==> config.mk <==
export PLATFORM = sky130hd
export DESIGN_NAME = axis_capture_mem
export DESIGN_NICKNAME = d
export VERILOG_FILES = /design/src/rtl/axis_capture_mem.sv
export SDC_FILE = /design/constraint.sdc
export NUM_CORES = 2
export LEC_CHECK = 0
export CAP_MARGIN = 15
export CORE_ASPECT_RATIO = 1.5
export CORE_MARGIN = 10
export CORE_UTILIZATION = 43
export CTS_CLUSTER_SIZE = 30
export DETAILED_ROUTE_END_ITERATION = 6
export GPL_TIMING_DRIVEN = 0
export SETUP_SLACK_MARGIN = 0.05
export SKIP_LAST_GASP = 1
export SYNTH_ARGS = -nofsm -noshare
export SYNTH_HDL_FRONTEND = slang
export SYNTH_SLANG_ARGS = --single-unit
==> constraint.sdc <==
create_clock -name clk -period 11.8 [get_ports clk]
set_input_delay 1.18 -clock clk [delete_from_list [all_inputs] [get_ports clk]]
set_output_delay 1.18 -clock clk [all_outputs]
set_load 0.02 [all_outputs]
==> src/rtl/axis_capture_mem.sv <==
// axis_capture_mem: multi-channel AXI-Stream capture buffers with level-relative reads.
// Optional per-channel overflow counters are built when AXIS_CAPTURE_OVF_CNT_EN is defined.
module axis_capture_mem #(
  parameter string MEMORY_TYPE = "distributed",
  parameter int MEMORY_DEPTH = 32,
  parameter int DATA_WIDTH = 32,
  parameter int NUM_CHANNELS = 4,
  parameter int ONE_SHOT = 0,
  localparam int AW = $clog2(MEMORY_DEPTH),
  localparam int CW = NUM_CHANNELS > 1 ? $clog2(NUM_CHANNELS) : 1,
  localparam int LW = AW + 1
) (
  input  logic                    clk,
  input  logic                    rst_n,
  input  logic                    s_axis_tvalid,
  output logic                    s_axis_tready,
  input  logic [DATA_WIDTH-1:0]   s_axis_tdata,
  input  logic [CW-1:0]           s_axis_tdest,
  input  logic                    s_axis_tlast,
  input  logic [NUM_CHANNELS-1:0] clr,
  input  logic [CW-1:0]           rd_chan,
  input  logic [AW-1:0]           rd_addr,
  output logic [DATA_WIDTH-1:0]   rd_data,
  output logic                    rd_valid,
  output logic [LW-1:0]           level,
  output logic [NUM_CHANNELS-1:0] frame_done,
  output logic [15:0]             ovf_count
);
  localparam logic [LW-1:0] FULL = LW'(MEMORY_DEPTH);
  logic [AW-1:0] wr_ptr [NUM_CHANNELS];
  logic [LW-1:0] lvl [NUM_CHANNELS];
  logic [NUM_CHANNELS-1:0] done;
  logic [AW-1:0] w_ptr, r_ptr, r_off;
  logic [LW-1:0] w_lvl, r_lvl;
  logic w_hit, w_done, w_clr, accept, wr_en, rd_ok, rd_ok_q;
  logic [CW+AW-1:0] wr_addr, rd_full;
  logic [DATA_WIDTH-1:0] rd_raw;
  always_comb begin
    w_ptr = '0;
    w_lvl = '0;
    w_hit = 1'b0;
    w_done = 1'b0;
    w_clr = 1'b0;
    r_ptr = '0;
    r_lvl = '0;
    for (int i = 0; i < NUM_CHANNELS; i++) begin
      if (int'(s_axis_tdest) == i) begin
        w_hit = 1'b1;
        w_ptr = wr_ptr[i];
        w_lvl = lvl[i];
        w_done = done[i];
        w_clr = clr[i];
      end
      if (int'(rd_chan) == i) begin
        r_ptr = wr_ptr[i];
        r_lvl = lvl[i];
      end
    end
  end
  assign s_axis_tready = !(ONE_SHOT != 0 && w_hit && w_lvl == FULL && !w_done);
  assign accept = s_axis_tvalid && s_axis_tready;
  assign wr_en = accept && w_hit && !w_clr;
  // a closed frame restarts at location 0
  assign wr_addr = {s_axis_tdest, w_done ? AW'(0) : w_ptr};
  assign r_off = r_ptr - r_lvl[AW-1:0] + rd_addr;
  assign rd_full = {rd_chan, r_off};
  assign rd_ok = {1'b0, rd_addr} < r_lvl;
  always_ff @(posedge clk or negedge rst_n) begin
    if (!rst_n) begin
      done <= '0;
      for (int i = 0; i < NUM_CHANNELS; i++) begin
        wr_ptr[i] <= '0;
        lvl[i] <= '0;
      end
    end else begin
      for (int i = 0; i < NUM_CHANNELS; i++) begin
        if (clr[i]) begin
          wr_ptr[i] <= '0;
          lvl[i] <= '0;
          done[i] <= 1'b0;
        end else if (accept && int'(s_axis_tdest) == i) begin
          wr_ptr[i] <= done[i] ? AW'(1) : wr_ptr[i] + 1'b1;
          lvl[i] <= done[i] ? LW'(1) : (lvl[i] == FULL ? FULL : lvl[i] + 1'b1);
          done[i] <= s_axis_tlast;
        end
      end
    end
  end
  assign frame_done = done;
  // nonblocking write plus registered read gives read-first behaviour
  if (MEMORY_TYPE == "block") begin : g_bram
    (* ram_style = "block" *) logic [DATA_WIDTH-1:0] mem [2**(CW+AW)];
    always_ff @(posedge clk) begin
      if (wr_en) mem[wr_addr] <= s_axis_tdata;
      rd_raw <= mem[rd_full];
    end
  end else begin : g_dram
    (* ram_style = "distributed" *) logic [DATA_WIDTH-1:0] mem [2**(CW+AW)];
    always_ff @(posedge clk) begin
      if (wr_en) mem[wr_addr] <= s_axis_tdata;
      rd_raw <= mem[rd_full];
    end
  end
  always_ff @(posedge clk or negedge rst_n) begin
    if (!rst_n) begin
      rd_ok_q <= 1'b0;
      level <= '0;
    end else begin
      rd_ok_q <= rd_ok;
      level <= r_lvl;
    end
  end
  assign rd_valid = rd_ok_q;
  assign rd_data = rd_ok_q ? rd_raw : '0;
`ifdef AXIS_CAPTURE_OVF_CNT_EN
  logic [15:0] ovf [NUM_CHANNELS];
  logic [15:0] r_ovf, ovf_q;
  always_comb begin
    r_ovf = '0;
    for (int i = 0; i < NUM_CHANNELS; i++) r_ovf = int'(rd_chan) == i ? ovf[i] : r_ovf;
  end
  always_ff @(posedge clk or negedge rst_n) begin
    if (!rst_n) begin
      ovf_q <= '0;
      for (int i = 0; i < NUM_CHANNELS; i++) ovf[i] <= '0;
    end else begin
      ovf_q <= r_ovf;
      for (int i = 0; i < NUM_CHANNELS; i++) begin
        if (clr[i] || (accept && int'(s_axis_tdest) == i && done[i]))
          ovf[i] <= '0;
        else if (ovf[i] != 16'hFFFF && int'(s_axis_tdest) == i &&
                 (ONE_SHOT != 0 ? s_axis_tvalid && !s_axis_tready : accept && lvl[i] == FULL && !done[i]))
          ovf[i] <= ovf[i] + 1'b1;
      end
    end
  end
  assign ovf_count = ovf_q;
`else
  assign ovf_count = '0;
`endif
endmodule

### Word-level counts from Yosys, hierarchy flattened

Memory sizes are Yosys's and may differ from the RTL's. A register that Yosys moved wholly into a read port is not among the register bits.
Index checks and enable logic that the tools add are counted.

| storage, ports and cells | value |
|---|---|
| bits in registers | 55 |
| bits in writable memories | 4096 |
| input port bits | 49 |
| word-level logic and storage cells | 113 |
| memories | 1 |

| cells by class | value |
|---|---|
| equal/unequal tests | 10 |
| mux-type cells | 64 |
| add/subtract/negate cells | 10 |
| reductions and logical operators | 13 |
| magnitude comparators | 1 |

Memories:

| memory | depth | bits a word | read ports | clocked after memory_dff | write ports | line | RTL |
|---|---|---|---|---|---|---|---|
| g_dram.mem | 128 | 32 | 1 | 1 | 1 | 98 | `(* ram_style = "distributed" *) logic [DATA_WIDTH-1:0] mem [2**(CW+AW)];` |

Operators with widths:

| cell | count |
|---|---|
| 6-bit two-way mux | 20 |
| 5-bit two-way mux | 21 |
| 32-bit two-way mux | 1 |
| 6-bit by 1-bit adder with 6-bit output, second input constant | 4 |
| 6-bit == test, second input constant | 4 |
| 1-bit two-way mux | 22 |
| 5-bit by 1-bit adder with 5-bit output, second input constant | 4 |
| 2-bit == test, second input constant | 4 |
| 2-bit nonzero test | 4 |
| 1-bit logical AND | 6 |
| 5-bit by 6-bit < comparator with 1-bit output | 1 |
| 5-bit adder | 1 |
| 5-bit subtractor | 1 |
| 2-bit by 1-bit == test with 1-bit output, second input constant | 2 |
| 2-bit zero test | 2 |
| 1-bit zero test | 1 |

### Longest topological paths before layout

| depth | value |
|---|---|
| depth after elaboration | 9 |
| depth in mapped cells | 18 |
| mapped depth without buffers | 14 |

### Worst setup path before layout

No wires, ideal clock.

| timing path | value |
|---|---|
| path kind | input to register |
| start point | in rd_chan[0] |
| end point | reg rd_raw[22], read port of g_dram.mem |
| stages | 17 |
| arrival | 4956 ps |
| slack | 6714 ps |
| cells stage by stage | clkbuf_1 buf_2 mux4_2 inv_1 ha_1 inv_1 ha_1 inv_1 fa_1 buf_2 clkbuf_1 clkbuf_1 mux4_2 a211oi_1 a21oi_1 a32oi_1 nand4_1 |

| on the way | value |
|---|---|
| longest elaborated chain between the ends | 7 |
| elaborated cells between the ends (all ways) | 14 |

RTL lines:

| item | line | RTL |
|---|---|---|
| from (decl) | 21 | `input logic [CW-1:0] rd_chan,` |
| 2-bit zero test | 54 | `if (int'(rd_chan) == i) begin` |
| 5-bit two-way mux or 6-bit two-way mux (tied branches) (4 in series) | 54 |  |
| 5-bit subtractor | 65 | `assign r_off = r_ptr - r_lvl[AW-1:0] + rd_addr;` |
| 5-bit adder | 65 |  |
| to (decl) | 37 | `logic [DATA_WIDTH-1:0] rd_raw;` |

Parallel ways exist; a longest one is shown, timed or not.
A chain may end at the register's enable or synchronous reset.

### Final worst setup path

| timing path | value |
|---|---|
| start point | in rd_chan[0] |
| end point | reg rd_raw[7], read port of g_dram.mem |

| on the way | value |
|---|---|
| longest elaborated chain between the ends | 7 |
| elaborated cells between the ends (all ways) | 14 |

RTL lines:

| item | line | RTL |
|---|---|---|
| 2-bit zero test | 54 |  |
| 6-bit two-way mux (3 in series) | 54 |  |
| 6-bit two-way mux * | 54 |  |
| named net r_lvl[1] | 34 | `logic [LW-1:0] w_lvl, r_lvl;` |
| 5-bit subtractor * | 65 |  |
| 5-bit adder * | 65 |  |

The timed path passes the listed nets; every way through them passes the cells marked *.

==> flow_metrics.env <==
export IMPL_synth_area_per_cell_um2=22.0
export IMPL_slowest_delay_ns=1.06
export IMPL_r2r_slack_ns=4.18
export IMPL_cts_setup_buffers=0
export IMPL_relSlewSlack_pct=5.52
export IMPL_dieArea_mm2=0.402
export IMPL_initial_core_util_pct=43.2
export IMPL_status="completed"
export IMPL_powerDensity_mw_per_mm2=188
export IMPL_hpwlAfterDp_mm=326
export IMPL_yosys_warnings=0
export IMPL_postSynth_asyncResetShare_pct=1.31
export IMPL_path_max_fanout=10
export IMPL_firstDrtPassIters=6
export IMPL_internal_power_uw=25500
export IMPL_r2r_start="lvl[6]"
export IMPL_vias_per_cell=5.95
export IMPL_routed_wirelength_mm=473
export IMPL_synth_xor_area_share_pct=0.0789
export IMPL_ios=109
export IMPL_final_core_util_pct=49.8
export IMPL_hold_buffers=0
export IMPL_drtIter0Drc=9675
export IMPL_layout_setup_ws_ns=3.74
export IMPL_area_growth_pct=15.3
export IMPL_power_frac_clock_pct=36.1
export IMPL_grt_overflow=0
export IMPL_num_vias=79449
export IMPL_final_common_cell="edfxtp_1"
export IMPL_slew_viol_final=0
export IMPL_holdWs_ns=0.233
export IMPL_synth_area_mux_share_pct=16.9
export IMPL_setup_violations_final=0
export IMPL_cts_htree_levels=5
export IMPL_nFillCells=29953
export IMPL_yosys_area_share_adder_pct=0.212
export IMPL_r2r_end="rd_raw[7]"
export IMPL_die_w_um=521
export IMPL_power_leakage_uw=0.0585
export IMPL_cts_clk_slew_worst_paths_ns=0.07
export IMPL_power_frac_comb_pct=17.0
export IMPL_rr_worst_depth=15
export IMPL_worstPathArrival_ns=8.73
export IMPL_pwr_share_seq_pct=46.9
export IMPL_slowest_stage="a32oi_1"
export IMPL_layout_common_cells="edfxtp_1, mux4_2, clkbuf_16"
export IMPL_synth_cells=7355
export IMPL_clk_latency_ns=0.97
export IMPL_yosys_area_share_simple_pct=2.24
export IMPL_rsz0062_at_grt="false"
export IMPL_ys_flop_type="edfxtp_1"
export IMPL_cts_root_buf="clkbuf_16"
export IMPL_worst_pin_slew_ns=1.42
export IMPL_path_cells="clkbuf_1, buf_2, mux4_2, fa_1, fa_1, buf_2, buf_2, buf_2, clkbuf_1, mux4_2, mux2i_1, a21oi_1, a32oi_1, nand4_1"
export IMPL_synth_seq_area_share_pct=77.3
export IMPL_endpoint_kind="flip-flop"
export IMPL_grt_start_max_net_pins=89
export IMPL_nNetsFinal=8103
export IMPL_critPathRequiredTime_ns=12.47
export IMPL_cts_sinks=4183
export IMPL_switching_share_pct=27.1
export IMPL_grt_pass1_wl_mm=654
export IMPL_ant_nets=0
export IMPL_min_path_type="in -> async"
export IMPL_place_ws_ns=3.05
export IMPL_core_area_mm2=0.374
export IMPL_rows=275
export IMPL_hold_viol_final=0
export IMPL_cp_start_kind="input pin"
export IMPL_cts_buffers=390
export IMPL_drive_gt1_share_pct=25.7
export IMPL_port_buffers=86
export IMPL_cts_resized=0
export IMPL_synth_cell_types=55
export IMPL_path_class="in -> reg"
export IMPL_drcViolationCount=0
export IMPL_synth_compound_area_share_pct=2.00
export IMPL_netlist_area_mm2=0.162
export IMPL_antenna_found_initial=35
export IMPL_ys_ff_latch=4183
export IMPL_synth_edf_count=4096
export IMPL_worst_clock_skew_ns=0.0840
export IMPL_ir_drop_uv=126
export IMPL_cpMostUsedCell="buf_2"
export IMPL_cap_violations=0
export IMPL_max_freq_mhz=124
export IMPL_grt_pass1_vias=81734
export IMPL_power_switching_uw=9480
export IMPL_synth_top_family_by_area="multiplexers"
export IMPL_fin_setup_tns_ns=0
export IMPL_detail_route_wl_per_cell_um=35.5
export IMPL_finalCritPeriodShare_pct=68.3
export IMPL_grt_usage_pct=23.1
export IMPL_layout_min_cycle_time_ns=8.06
export IMPL_gp_congestion=1.01
export IMPL_cts_tree="done"
export IMPL_die_y_um=771
export IMPL_cts_path_max_buffers=4
[final cells by class]
cell class	count	area [um^2]	area share, %
diodes	24	60.1	0.0322
clock inverters	232	2260	1.21
clock buffers	468	10300	5.54
inverters	30	113	0.0604
flip-flops and latches	4183	125000	67.0
well taps	4986	6240	3.35
multi-input cells	2729	35700	19.1
plain buffers	428	1960	1.05
repair buffers	267	4800	2.57
[power by group through the flow]
stage	clock network (uW)	logic [uW]	registers [uW]
2_1_floorplan	0	3130	16700
3_3_place_gp	0	5770	16800
3_5_place_dp	0	5930	16700
4_1_cts	12800	5940	16400
5_1_grt	13400	6100	16400
6_report	12700	5950	16400
[flip-flops by register name, indices dropped and copies added (netlist names)]
signal and count:
frame_done 4, g_dram.mem 4096, rd_raw 32, lvl 24, level 6, wr_ptr 20
rd_valid 1
[cell families after synthesis]
logic type               after synthesis
flip-flops                          4183
multiplexers                        1435
AND/OR/NAND/NOR                      765
AO/OA/AOI/OAI                        475
buffers and inverters                458
adder cells (fa/ha/maj)               25
XOR/XNOR                              12
other                                  2
[through the flow]
step / cell area (um^2) / std cells / power (uW)
after CTS: 186000 / 13322 / 35200
after detailed placement: 174000 / 12622 / 22700
final: 186000 / 13347 / 35000
after global routing: 186000 / 13332 / 35900
after floorplan: 162000 / 7370 / 19800
after global placement: 169000 / 12442 / 22600
[synthesized netlist by cell type (4+ instances only)]
cell,count,share of area [%]
xor2_1,7,0.038
mux2_2,4,0.028
buf_4,32,0.15
a32oi_1,128,0.69
nor3_1,4,0.012
buf_2,146,0.45
o21ai_0,35,0.11
inv_1,30,0.070
clkbuf_1,212,0.49
buf_6,5,0.035
nand2b_1,8,0.031
fa_1,4,0.049
edfxtp_1,4096,76
nor2_2,10,0.039
nand4_1,39,0.15
nand2_1,304,0.71
or2_2,4,0.015
or4_1,6,0.028
nor2_1,167,0.39
buf_1,33,0.077
and2_1,164,0.63
nor4_1,4,0.015
nand3_1,22,0.068
a211oi_1,132,0.61
nor2b_1,10,0.039
dfrtp_1,55,0.85
dfxtp_1,32,0.40
a21oi_1,160,0.49
a22o_1,4,0.022
nand3b_1,5,0.023
nor3b_1,6,0.028
mux4_2,1038,14
a31oi_1,5,0.019
ha_1,21,0.16
mux2i_1,392,2.4
[how the worst max path moves through the flow]
stage	cells past startpoint	start	slack [ns]	end
after floorplan	17	rd_chan[0]	6.71	rd_raw[22]
after global placement	18	rd_chan[0]	2.72	rd_raw[27]
after detailed placement	18	rd_chan[0]	3.05	rd_raw[13]
after CTS	18	rd_chan[0]	4.10	rd_raw[13]
after global routing	18	rd_chan[0]	3.65	rd_raw[13]
final	14	rd_chan[0]	3.74	rd_raw[7]
[critical path: cells and delay by family]
kind	cells	cell delay [ns]
buf+inv	6	3.16
mux	3	1.50
compound gates	2	1.31
fa+ha+maj	2	0.99
simple gates	1	0.51
[per-layer routing]
metal  global-route usage (%)  share of wire (%)
met1                     27.2                 35
met2                     39.5                 51
met3                     5.16                7.9
met4                     12.8                6.6
met5                        0              0.015
(Power assumes the default switching activity.)
